==> config.mk <==
export PLATFORM = sky130hd
export DESIGN_NAME = mem_port_arbiter
export DESIGN_NICKNAME = d
export VERILOG_FILES = /design/src/rtl/mem_port_arbiter.sv
export SDC_FILE = /design/constraint.sdc
export NUM_CORES = 1
export LEC_CHECK = 0
export CAP_MARGIN = 10
export CORE_AREA = 2 2 129 131
export CTS_BUF_LIST = sky130_fd_sc_hd__clkbuf_8
export DETAILED_ROUTE_END_ITERATION = 6
export DIE_AREA = 0 0 131 133
export GPL_ROUTABILITY_DRIVEN = 0
export PLACE_DENSITY = 0.82
export SLEW_MARGIN = 20
export SYNTH_ARGS = -nofsm -noshare
export SYNTH_HDL_FRONTEND = slang
export SYNTH_SLANG_ARGS = --single-unit
==> constraint.sdc <==
create_clock -name CLK -period 1.6 [get_ports CLK]
set_input_delay 0.24 -clock CLK [delete_from_list [all_inputs] [get_ports CLK]]
set_output_delay 0.24 -clock CLK [all_outputs]
set_load 0.005 [all_outputs]
==> src/rtl/mem_port_arbiter.sv <==
// Two-requester arbiter for the single processor memory port; sequences wait states and returns read data.
// Define MEM_ARB_RR_EN for round-robin tie-breaking; otherwise requester 0 has fixed priority.
//   state    | meaning
//   S_IDLE   | port free, sampling REQ0/REQ1
//   S_ACCESS | strobe asserted, counting down wait states
//   S_DONE   | one-cycle completion pulse to the owner
module mem_port_arbiter #(
  parameter int ADDR_WIDTH  = 26,
  parameter int DATA_WIDTH  = 32,
  parameter int WAIT_STATES = 1
) (
  input  logic                  CLK,
  input  logic                  RST,
  input  logic                  REQ0,
  input  logic                  REQ1,
  input  logic                  WE0,
  input  logic                  WE1,
  input  logic [ADDR_WIDTH-1:0] ADDR0,
  input  logic [ADDR_WIDTH-1:0] ADDR1,
  input  logic [DATA_WIDTH-1:0] WDATA0,
  input  logic [DATA_WIDTH-1:0] WDATA1,
  output logic                  GNT0,
  output logic                  GNT1,
  output logic                  DONE0,
  output logic                  DONE1,
  output logic [DATA_WIDTH-1:0] RDATA0,
  output logic [DATA_WIDTH-1:0] RDATA1,
  output logic                  MEM_READ,
  output logic                  MEM_WRITE,
  output logic [ADDR_WIDTH-1:0] MEM_ADDR,
  output logic [DATA_WIDTH-1:0] MEM_WDATA,
  input  logic [DATA_WIDTH-1:0] MEM_RDATA,
  output logic                  BUSY
);

  typedef enum logic [1:0] {S_IDLE, S_ACCESS, S_DONE} state_t;

  localparam logic [3:0] WS = 4'(WAIT_STATES);

  state_t                state, state_nx;
  logic [3:0]            cnt, cnt_nx;
  logic                  sel, sel_nx;
  logic                  win;
  logic                  tie_win;
  logic                  gnt0_nx, gnt1_nx, done0_nx, done1_nx;
  logic                  read_nx, write_nx;
  logic [ADDR_WIDTH-1:0] addr_nx;
  logic [DATA_WIDTH-1:0] wdata_nx, rdata0_nx, rdata1_nx;

`ifdef MEM_ARB_RR_EN
  logic last, last_nx;

  always_ff @(posedge CLK or negedge RST) begin
    if (!RST) last <= 1'b1;
    else      last <= last_nx;
  end

  assign tie_win = ~last;
`else
  assign tie_win = 1'b0;
`endif

  always_ff @(posedge CLK or negedge RST) begin
    if (!RST) begin
      state     <= S_IDLE;
      cnt       <= '0;
      sel       <= 1'b0;
      GNT0      <= 1'b0;
      GNT1      <= 1'b0;
      DONE0     <= 1'b0;
      DONE1     <= 1'b0;
      RDATA0    <= '0;
      RDATA1    <= '0;
      MEM_READ  <= 1'b0;
      MEM_WRITE <= 1'b0;
      MEM_ADDR  <= '0;
      MEM_WDATA <= '0;
    end else begin
      state     <= state_nx;
      cnt       <= cnt_nx;
      sel       <= sel_nx;
      GNT0      <= gnt0_nx;
      GNT1      <= gnt1_nx;
      DONE0     <= done0_nx;
      DONE1     <= done1_nx;
      RDATA0    <= rdata0_nx;
      RDATA1    <= rdata1_nx;
      MEM_READ  <= read_nx;
      MEM_WRITE <= write_nx;
      MEM_ADDR  <= addr_nx;
      MEM_WDATA <= wdata_nx;
    end
  end

  // Winner is 1 only when requester 1 asks alone or wins a round-robin tie.
  assign win = (REQ0 & REQ1) ? tie_win : REQ1;

  always_comb begin
    state_nx  = state;
    cnt_nx    = cnt;
    sel_nx    = sel;
    gnt0_nx   = GNT0;
    gnt1_nx   = GNT1;
    done0_nx  = DONE0;
    done1_nx  = DONE1;
    rdata0_nx = RDATA0;
    rdata1_nx = RDATA1;
    read_nx   = MEM_READ;
    write_nx  = MEM_WRITE;
    addr_nx   = MEM_ADDR;
    wdata_nx  = MEM_WDATA;
`ifdef MEM_ARB_RR_EN
    last_nx   = last;
`endif
    case (state)
      S_IDLE: begin
        if (REQ0 | REQ1) begin
          state_nx = S_ACCESS;
          cnt_nx   = WS;
          sel_nx   = win;
          gnt0_nx  = ~win;
          gnt1_nx  = win;
          read_nx  = win ? ~WE1 : ~WE0;
          write_nx = win ? WE1 : WE0;
          addr_nx  = win ? ADDR1 : ADDR0;
          if (win) wdata_nx = WE1 ? WDATA1 : '0;
          else     wdata_nx = WE0 ? WDATA0 : '0;
`ifdef MEM_ARB_RR_EN
          last_nx  = win;
`endif
        end
      end
      S_ACCESS: begin
        if (cnt != 4'd0) begin
          cnt_nx = cnt - 4'd1;
        end else begin
          if (MEM_READ) begin
            if (sel) rdata1_nx = MEM_RDATA;
            else     rdata0_nx = MEM_RDATA;
          end
          read_nx  = 1'b0;
          write_nx = 1'b0;
          addr_nx  = '0;
          wdata_nx = '0;
          done0_nx = ~sel;
          done1_nx = sel;
          state_nx = S_DONE;
        end
      end
      S_DONE: begin
        gnt0_nx  = 1'b0;
        gnt1_nx  = 1'b0;
        done0_nx = 1'b0;
        done1_nx = 1'b0;
        state_nx = S_IDLE;
      end
      default: state_nx = S_IDLE;
    endcase
  end

  assign BUSY = (state != S_IDLE);

endmodule
==> Word level (Yosys, flattened, before mapping) <==
Cells that the tools add are included.
W data, S select, Z words.
{ "word_totals": {"elab_cells": 72, "output_inout_bits": 129, "regBits": 135, "in_bits": 154} }
{ "classes": {"n_addsub": 1, "n_reduce_logical": 14, "n_bitwise": 7, "n_eq_ne": 5, "n_mux": 32} }
{ "op_table": {"columns": ["op", "count"], "rows": [
  ["$mux W32", 5],
  ["$mux W26", 3],
  ["$pmux W32 S2", 1],
  ["$pmux W26 S2", 1],
  ["$pmux W1 S2", 6],
  ["$mux W1", 10],
  ["$mux W4", 2],
  ["$pmux W4 S2", 1],
  ["$reduce_and A2 Y1", 4],
  ["$reduce_and A4 Y1", 2],
  ["$reduce_bool A2 Y1", 4],
  ["$ne A2 B2 Y1 const B", 3],
  ["$reduce_and A3 Y1", 2],
  ["$not A1 Y1", 5],
  ["$mux W2", 2],
  ["$pmux W2 S2", 1],
  ["$reduce_bool A4 Y1", 1],
  ["$sub A4 B1 Y4 const B", 1],
  ["$eq A2 B1 Y1 const B", 1],
  ["$eq A2 B2 Y1 const B", 1],
  ["$logic_not A2 Y1", 1],
  ["$and A1 B1 Y1", 1],
  ["$or A1 B1 Y1", 1]
]} }

==> Logic depth before layout (Yosys ltp) <==
Gate-level depths: netlist (run 1).
{ "depth": {"depth_word": 5, "mapped_depth": 6, "ltp_nobuf": 5} }

==> Least setup slack after synthesis (run 1) <==
Ideal clock, no wire load.
{ "synth_path": {"kind": "flip-flop to flip-flop", "from": "register state[1]", "to": "register RDATA1[10]", "setup_ns": 0.125, "period_less_slack_ns": 1.764, "required_time_ns": 1.475, "n_path_buf": 1, "path_stages_with_launch": 5, "arrival_time_ns": 1.639, "path_slack_ns": -0.164, "path_cell_list": "dfrtp_1 or3b_4 nor3_4 buf_6 mux2_2"} }
{ "synth_between": {"elab_chain_cells": 2} }
{ "synth_rtl": {"columns": ["element", "line", "rtl"], "rows": [
  ["start, declared", "40", "state_t state, state_nx;"],
  ["start signal, assigned", "79", "state <= state_nx;"],
  ["$eq A2 B1 Y1", "115", "case (state)"],
  ["$reduce_and A4 Y1 (no line)", null, null],
  ["end signal, assigned", "87", "RDATA1 <= rdata1_nx;"],
  ["end, declared", "27", "output logic [DATA_WIDTH-1:0] RDATA1,"]
]} }
No other way between the ends.
A chain may end at the register's enable or synchronous reset.

==> Worst setup path in the final report (run 1) <==
{ "layout_path": {"from": "register state[1]", "to": "register RDATA1[30]"} }
Same word-level chain as after synthesis.

==> impl_metrics.ini, run 1 <==
[run_status]
status = complete, but fails checks
violations = setup timing

[placed_design]
portBuffers = 282
dpl.cell_count = 1022
pre_cts_ws_ns = -0.143
place_hpwl_um = 13600

[power_and_ir_drop]
p_leak_nw = 5.68
power.total_mw = 17.1
ir_drop_v = 0.000743
p_per_area_nw_per_um2 = 1620

[worst_setup_path]
rr_startpoint = state[1]$_DFFE_PN0P_
endpoint_kind = register
r2r_end = RDATA1[30]$_DFFE_PN0P_
path_buf_inv = 2
crit_type = register to register
cp.required_ns = 1.93
cp-start-kind = register
critPathMaxFanout = 8
crit_family = simple AND/OR/NAND/NOR gates
slowest_delay_ns = 0.42
regToRegSetupSlack_ns = -0.13
crit_arrival_ns = 2.05
slowest_stage = or3b_4
cp_cell_sequence = or3b_4 -> nor3_4 -> buf_6 -> clkbuf_16 -> mux2_4
worst_r2r_path_depth = 5

[finish]
fin_nets = 1016
antenna_cells = 0
drive_above_1_share = 0.213
instances_no_fill = 1092
syn2layout_area_growth_pct = 72.3
finish.utilization = 0.651

[drt]
drtPass1Iterations = 4
postRouteAntennaNets = 0
wirelength_um = 21600
routed-via-count = 5773
wl_per_cell_um = 19.8
via_per_inst = 5.29
drt_iter0_drc = 302
route.detailed.drc = 0

[synth]
netlist_top_cells_count = 135 x dfrtp_1, 63 x mux2_2, 58 x o21ai_0
synthXorXnorAreaFrac = 0
synthAdderAreaFrac = 0.00409
netlist.area_leader.share = 0.553
synth-warning-count = 0
synth_cells = 535
synth_top_family_by_area = compound AO/OA/AOI/OAI gates
synth_edf_count = 0
synth-simple-area-share = 0.110
synth_area_um2 = 6110
yosysSeqAreaShare = 0.553
synth_nets = 691
muxShareOfSynthArea = 0.125
synth_seq_cells = 135
synth.most_common_cell = dfrtp_1
synth_largest_area_cell = dfrtp_1
yosys-top-cells-area = dfrtp_1 55%, mux2_2 12%, and4b_1 5.2%
synth_compound_area_frac = 0.169
postSynthAreaPerCell_um2 = 11.4
ys_async_sr_fraction = 1.00
synth.distinct_cells = 35
ys.flop_type = dfrtp_1

[hold_path]
hold_class = primary input to async pin

[sta]
fmax_mhz = 579
setup_viol = 49
drv_slew = 0
period_minus_slack_ns = 1.73
post-route-period-util = 1.08
fin_worst_skew_ns = 0.0198
setup_tns_ns = -3.52
slew_headroom = 0.756
worstMarginPinSlew_ns = 0.366
rsz0062_at_grt = true
fin_ws_ns = -0.127
hold_violations = 0

[cts]
cts.sinks = 135
clk_pin_slew_worst_paths_ns = 0.08
cts_buffers = 17
cts_htree_levels = 4
clockRootBuffer = clkbuf_8
clock_latency_ns = 0.45
clock_path_buffers = 2
tritoncts = yes

[die]
fp-row-count = 47
dieArea_um2 = 17400
ios = 283
core_area_um2 = 16200
die_y_um = 133
die_x_um = 131
initial_core_util = 0.378

[global_route]
grt-ovfl-total = 0
grt_usage = 0.223
grt_pass1_wl_um = 30000
antenna_found_initial = 0
grt_pass1_vias = 5647
grt_max_degree = 51

[flow_run]
drv_cap = 0
timing repair:
item,in CTS,in global routing
endpoints found under the setup margin,53,190
cloned,3,7
buffers inserted,11,19
pin swaps,4,28
endpoints found under the hold margin,31,0
hold buffers,1,0
gates resized for setup,19,120
cells by family (layout without fill, tap and decap cells):
family / after synthesis / in the layout
compound gates: 166 / 166
flops: 135 / 135
simple gates: 108 / 108
mux: 68 / 68
buf+inv: 56 / 393
fa+ha+maj: 2 / 2
final cells by class:
type                    count  area [µm²]
fillers                  1226        5640
repair buffers            357        3870
flip-flops and latches    135        3380
multi-input cells         344        2600
well taps                 220         275
clock buffers              17         234
clock inverters            14         151
inverters                   5        18.8
per-layer routing:
layer,vias up,track usage,wire length [µm]
li1,2640,-,-
met1,2832,0.268,8580
met5,-,0,0
met3,33,0.0801,1910
met2,268,0.368,10600
met4,0,0.0792,454
sequential cells by signal (all words and copies together), names as in the netlist:
| signal | cells |
|---|---|
| DONE0 | 1 |
| DONE1 | 1 |
| GNT0 | 1 |
| GNT1 | 1 |
| MEM_ADDR | 26 |
| MEM_READ | 1 |
| MEM_WDATA | 32 |
| MEM_WRITE | 1 |
| RDATA0 | 32 |
| RDATA1 | 32 |
| cnt | 4 |
| sel | 1 |
| state | 2 |
worst reg2reg max path, cell delays in order, from the launching register on:
cell	delay (ns)
dfrtp_1	0.40
or3b_4	0.42
nor3_4	0.16
buf_6	0.15
clkbuf_16	0.16
mux2_4	0.32
worst max-delay path by stage:
stage                               startpoint                     end  cells past startpoint
after floorplan           state[1]$_DFFE_PN0P_  RDATA1[10]$_DFFE_PN0P_                      4
after global placement      cnt[2]$_DFFE_PN0P_  RDATA1[12]$_DFFE_PN0P_                      4
after detailed placement    cnt[2]$_DFFE_PN0P_   RDATA1[1]$_DFFE_PN0P_                      4
after CTS                   cnt[2]$_DFFE_PN0P_  RDATA1[21]$_DFFE_PN0P_                      5
after global routing      state[1]$_DFFE_PN0P_  RDATA1[30]$_DFFE_PN0P_                      5
final                     state[1]$_DFFE_PN0P_  RDATA1[30]$_DFFE_PN0P_                      5
through the flow:
stage / hold WS (ns) / instance area (µm²)
6_report: 0.266 / 10500
5_1_grt: 0.265 / 10500
4_1_cts: 0.248 / 9980
3_5_place_dp: 0.170 / 9410
3_3_place_gp: 0.168 / 9410
2_1_floorplan: -0.0556 / 6150
cell usage in the layout, fill, tap and decap left out, drive strengths merged, types with 2 or more instances in the layout:
master / Yosys / final
clkinv: 0 / 8
buf: 14 / 73
nand2: 55 / 55
a31oi: 32 / 32
dlymetal6s2s: 0 / 89
or2: 2 / 2
clkbuf: 37 / 22
a21oi: 7 / 7
nor2: 5 / 5
nand2b: 3 / 3
nor2b: 3 / 3
mux2: 65 / 65
clkdlybuf4s50: 0 / 178
inv: 5 / 8
dlygate4sd2: 0 / 11
o21ai: 62 / 62
ha: 2 / 2
bufinv: 0 / 2
dfrtp: 135 / 135
a22o: 24 / 24
a22oi: 4 / 4
o2bb2ai: 3 / 3
o22ai: 33 / 33
mux2i: 3 / 3
and4b: 32 / 32
where the power goes:
| part | switching [mW] | internal [mW] |
|---|---|---|
| clock | 1.41 | 1.39 |
| combinational | 3.37 | 5.12 |
| sequential | 0.859 | 4.96 |
| total | 5.64 | 11.5 |
No activity file was read; power rests on OpenSTA's default activity.
==> inputs of run 2 (changes only) <==
--- a/config.mk
+++ b/config.mk
@@ -12,6 +12,8 @@
 export DIE_AREA = 0 0 131 133
 export GPL_ROUTABILITY_DRIVEN = 0
 export PLACE_DENSITY = 0.82
+export SETUP_SLACK_MARGIN = 0.4
+export SKIP_LAST_GASP = 1
 export SLEW_MARGIN = 20
 export SYNTH_ARGS = -nofsm -noshare
 export SYNTH_HDL_FRONTEND = slang
==> impl_metrics.ini, run 2 (synthesis gave the netlist of run 1 again) <==
[run_status]
status = complete, but fails checks
violations = setup timing

[worst_setup_path]
r2r_end = RDATA1[12]$_DFFE_PN0P_
cp-start-kind = register
regToRegSetupSlack_ns = -0.12
crit_arrival_ns = 2.05
crit_type = register to register
path_buf_inv = 2
slowest_stage = or3b_4
worst_r2r_path_depth = 5
crit_family = simple AND/OR/NAND/NOR gates
slowest_delay_ns = 0.41
critPathMaxFanout = 8
endpoint_kind = register
rr_startpoint = state[1]$_DFFE_PN0P_
cp_cell_sequence = or3b_4 -> nor3_4 -> buf_6 -> clkbuf_16 -> mux2_4
cp.required_ns = 1.93

[power_and_ir_drop]
p_sw_mw = 6.05
power.total_mw = 17.8
p_per_area_nw_per_um2 = 1710
combPwrFrac = 0.503
p_sw_frac = 0.340
p_leak_nw = 4.94
seq_power_share = 0.325
ir_drop_v = 0.000688
internal_power_mw = 11.7
pwr-share-clk = 0.171

[hold_path]
hold_class = primary input to async pin

[finish]
instances_no_fill = 1138
drive_above_1_share = 0.407
fin_nets = 1061
fillers = 1309
largestRegisters = MEM_WDATA: 32 flops, RDATA0: 32 flops, RDATA1: 32 flops
final_cell_mix = 150 x clkdlybuf4s50_1, 135 x dfrtp_1, 110 x buf_2
finish.utilization = 0.644
syn2layout_area_growth_pct = 70.4
multiInputGateArea_um2 = 2720
layout_commonest_cell = clkdlybuf4s50_1
final_area_um2 = 10400
antenna_cells = 0
seq_area_um2 = 3380

[die]
ios = 283
die_y_um = 133
initial_core_util = 0.378
dieArea_um2 = 17400
core_area_um2 = 16200
die_x_um = 131
fp-row-count = 47

[global_route]
grt_pass1_wl_um = 29700
grt_usage = 0.219
grt-ovfl-total = 0
grt_max_degree = 54
grt_pass1_vias = 5714
antenna_found_initial = 0

[cts]
cts_buffers = 17
clock_path_buffers = 2
cts.sinks = 135
clock_latency_ns = 0.44
clk_pin_slew_worst_paths_ns = 0.08
cts_htree_levels = 4
clockRootBuffer = clkbuf_8
tritoncts = yes

[drt]
drt_iter0_drc = 273
postRouteAntennaNets = 0
wirelength_um = 21800
via_per_inst = 5.20
route.detailed.drc = 0
wl_per_cell_um = 19.1
routed-via-count = 5918
drtPass1Iterations = 5

[placed_design]
portBuffers = 282
dpl.cell_count = 1030
place_hpwl_um = 13000
dpl_cell_area_um2 = 9510

[flow_run]
drv_cap = 0

[sta]
slew_headroom = 0.737
drv_slew = 0
setup_viol = 98
rsz0062_at_grt = true
hold_violations = 0
fin_worst_skew_ns = 0.0171
fmax_mhz = 581
fin_ws_ns = -0.120
setup_tns_ns = -6.20
worstMarginPinSlew_ns = 0.394
period_minus_slack_ns = 1.72
post-route-period-util = 1.07
## run 2: cell types whose count changed in the layout (fill, tap and decap cells not counted), sizes merged
cell and change:
clkdlybuf4s50 -28, bufinv +1, clkinv -2, bufbuf +1, clkinvlp -1, buf +150, clkbuf +22, dlygate4sd2 -11
inv +3, dlymetal6s2s -89
## run 2: what timing repair did
action | 4_1_cts | 5_1_grt
endpoints found under the setup margin | 262 | 262
pin swaps | 2 | 10
gates cloned | 4 | 11
resized for setup | 450 | 106
hold buffers | 1 | 0
setup buffers | 27 | 33
hold endpoints to repair | 34 | 0
## run 2: cell type report
type	instances	share of cell area
clock inverter	15	0.0185
inverter	5	0.00204
timing repair buffer	402	0.345
sequential	135	0.324
tap	220	0.0264
clock buffer	17	0.0225
multi-input combinational	344	0.262
## run 2: power by group through the flow
stage	Sequential, mW	Combinational, mW	Clock [mW]
CTS	5.72	7.38	3.14
detailed placement	5.83	7.79	0
global placement	5.76	7.62	0
floorplan	5.91	2.99	0
global route	5.94	9.58	3.27
finish	5.78	8.95	3.05
## run 2: how the worst max path moves through the flow
stage | startpoint | endpoint | depth (start not counted)
final | state[1]$_DFFE_PN0P_ | RDATA1[12]$_DFFE_PN0P_ | 5
after global routing | cnt[2]$_DFFE_PN0P_ | RDATA1[19]$_DFFE_PN0P_ | 5
after CTS | cnt[2]$_DFFE_PN0P_ | RDATA1[19]$_DFFE_PN0P_ | 5
after detailed placement | cnt[2]$_DFFE_PN0P_ | RDATA1[15]$_DFFE_PN0P_ | 4
after global placement | cnt[2]$_DFFE_PN0P_ | RDATA1[12]$_DFFE_PN0P_ | 4
after floorplan | state[1]$_DFFE_PN0P_ | RDATA1[10]$_DFFE_PN0P_ | 4
## run 2: layer usage
| layer | track usage | part of all wire | wire [µm] | vias up |
|---|---|---|---|---|
| li1 | - | - | - | 2741 |
| met1 | 0.267 | 0.40 | 8620 | 2884 |
| met2 | 0.375 | 0.51 | 11200 | 250 |
| met3 | 0.0526 | 0.069 | 1490 | 43 |
| met4 | 0.0774 | 0.022 | 485 | 0 |
| met5 | 0 | 0 | 0 | - |
## run 2: through the flow
| step | worst slack [ns] | hold slack (ns) |
|---|---|---|
| 6_report | -0.120 | 0.266 |
| 5_1_grt | -0.158 | 0.272 |
| 4_1_cts | -0.133 | 0.244 |
| 3_5_place_dp | -0.132 | 0.164 |
| 3_3_place_gp | -0.116 | 0.160 |
| 2_1_floorplan | -0.160 | -0.0556 |
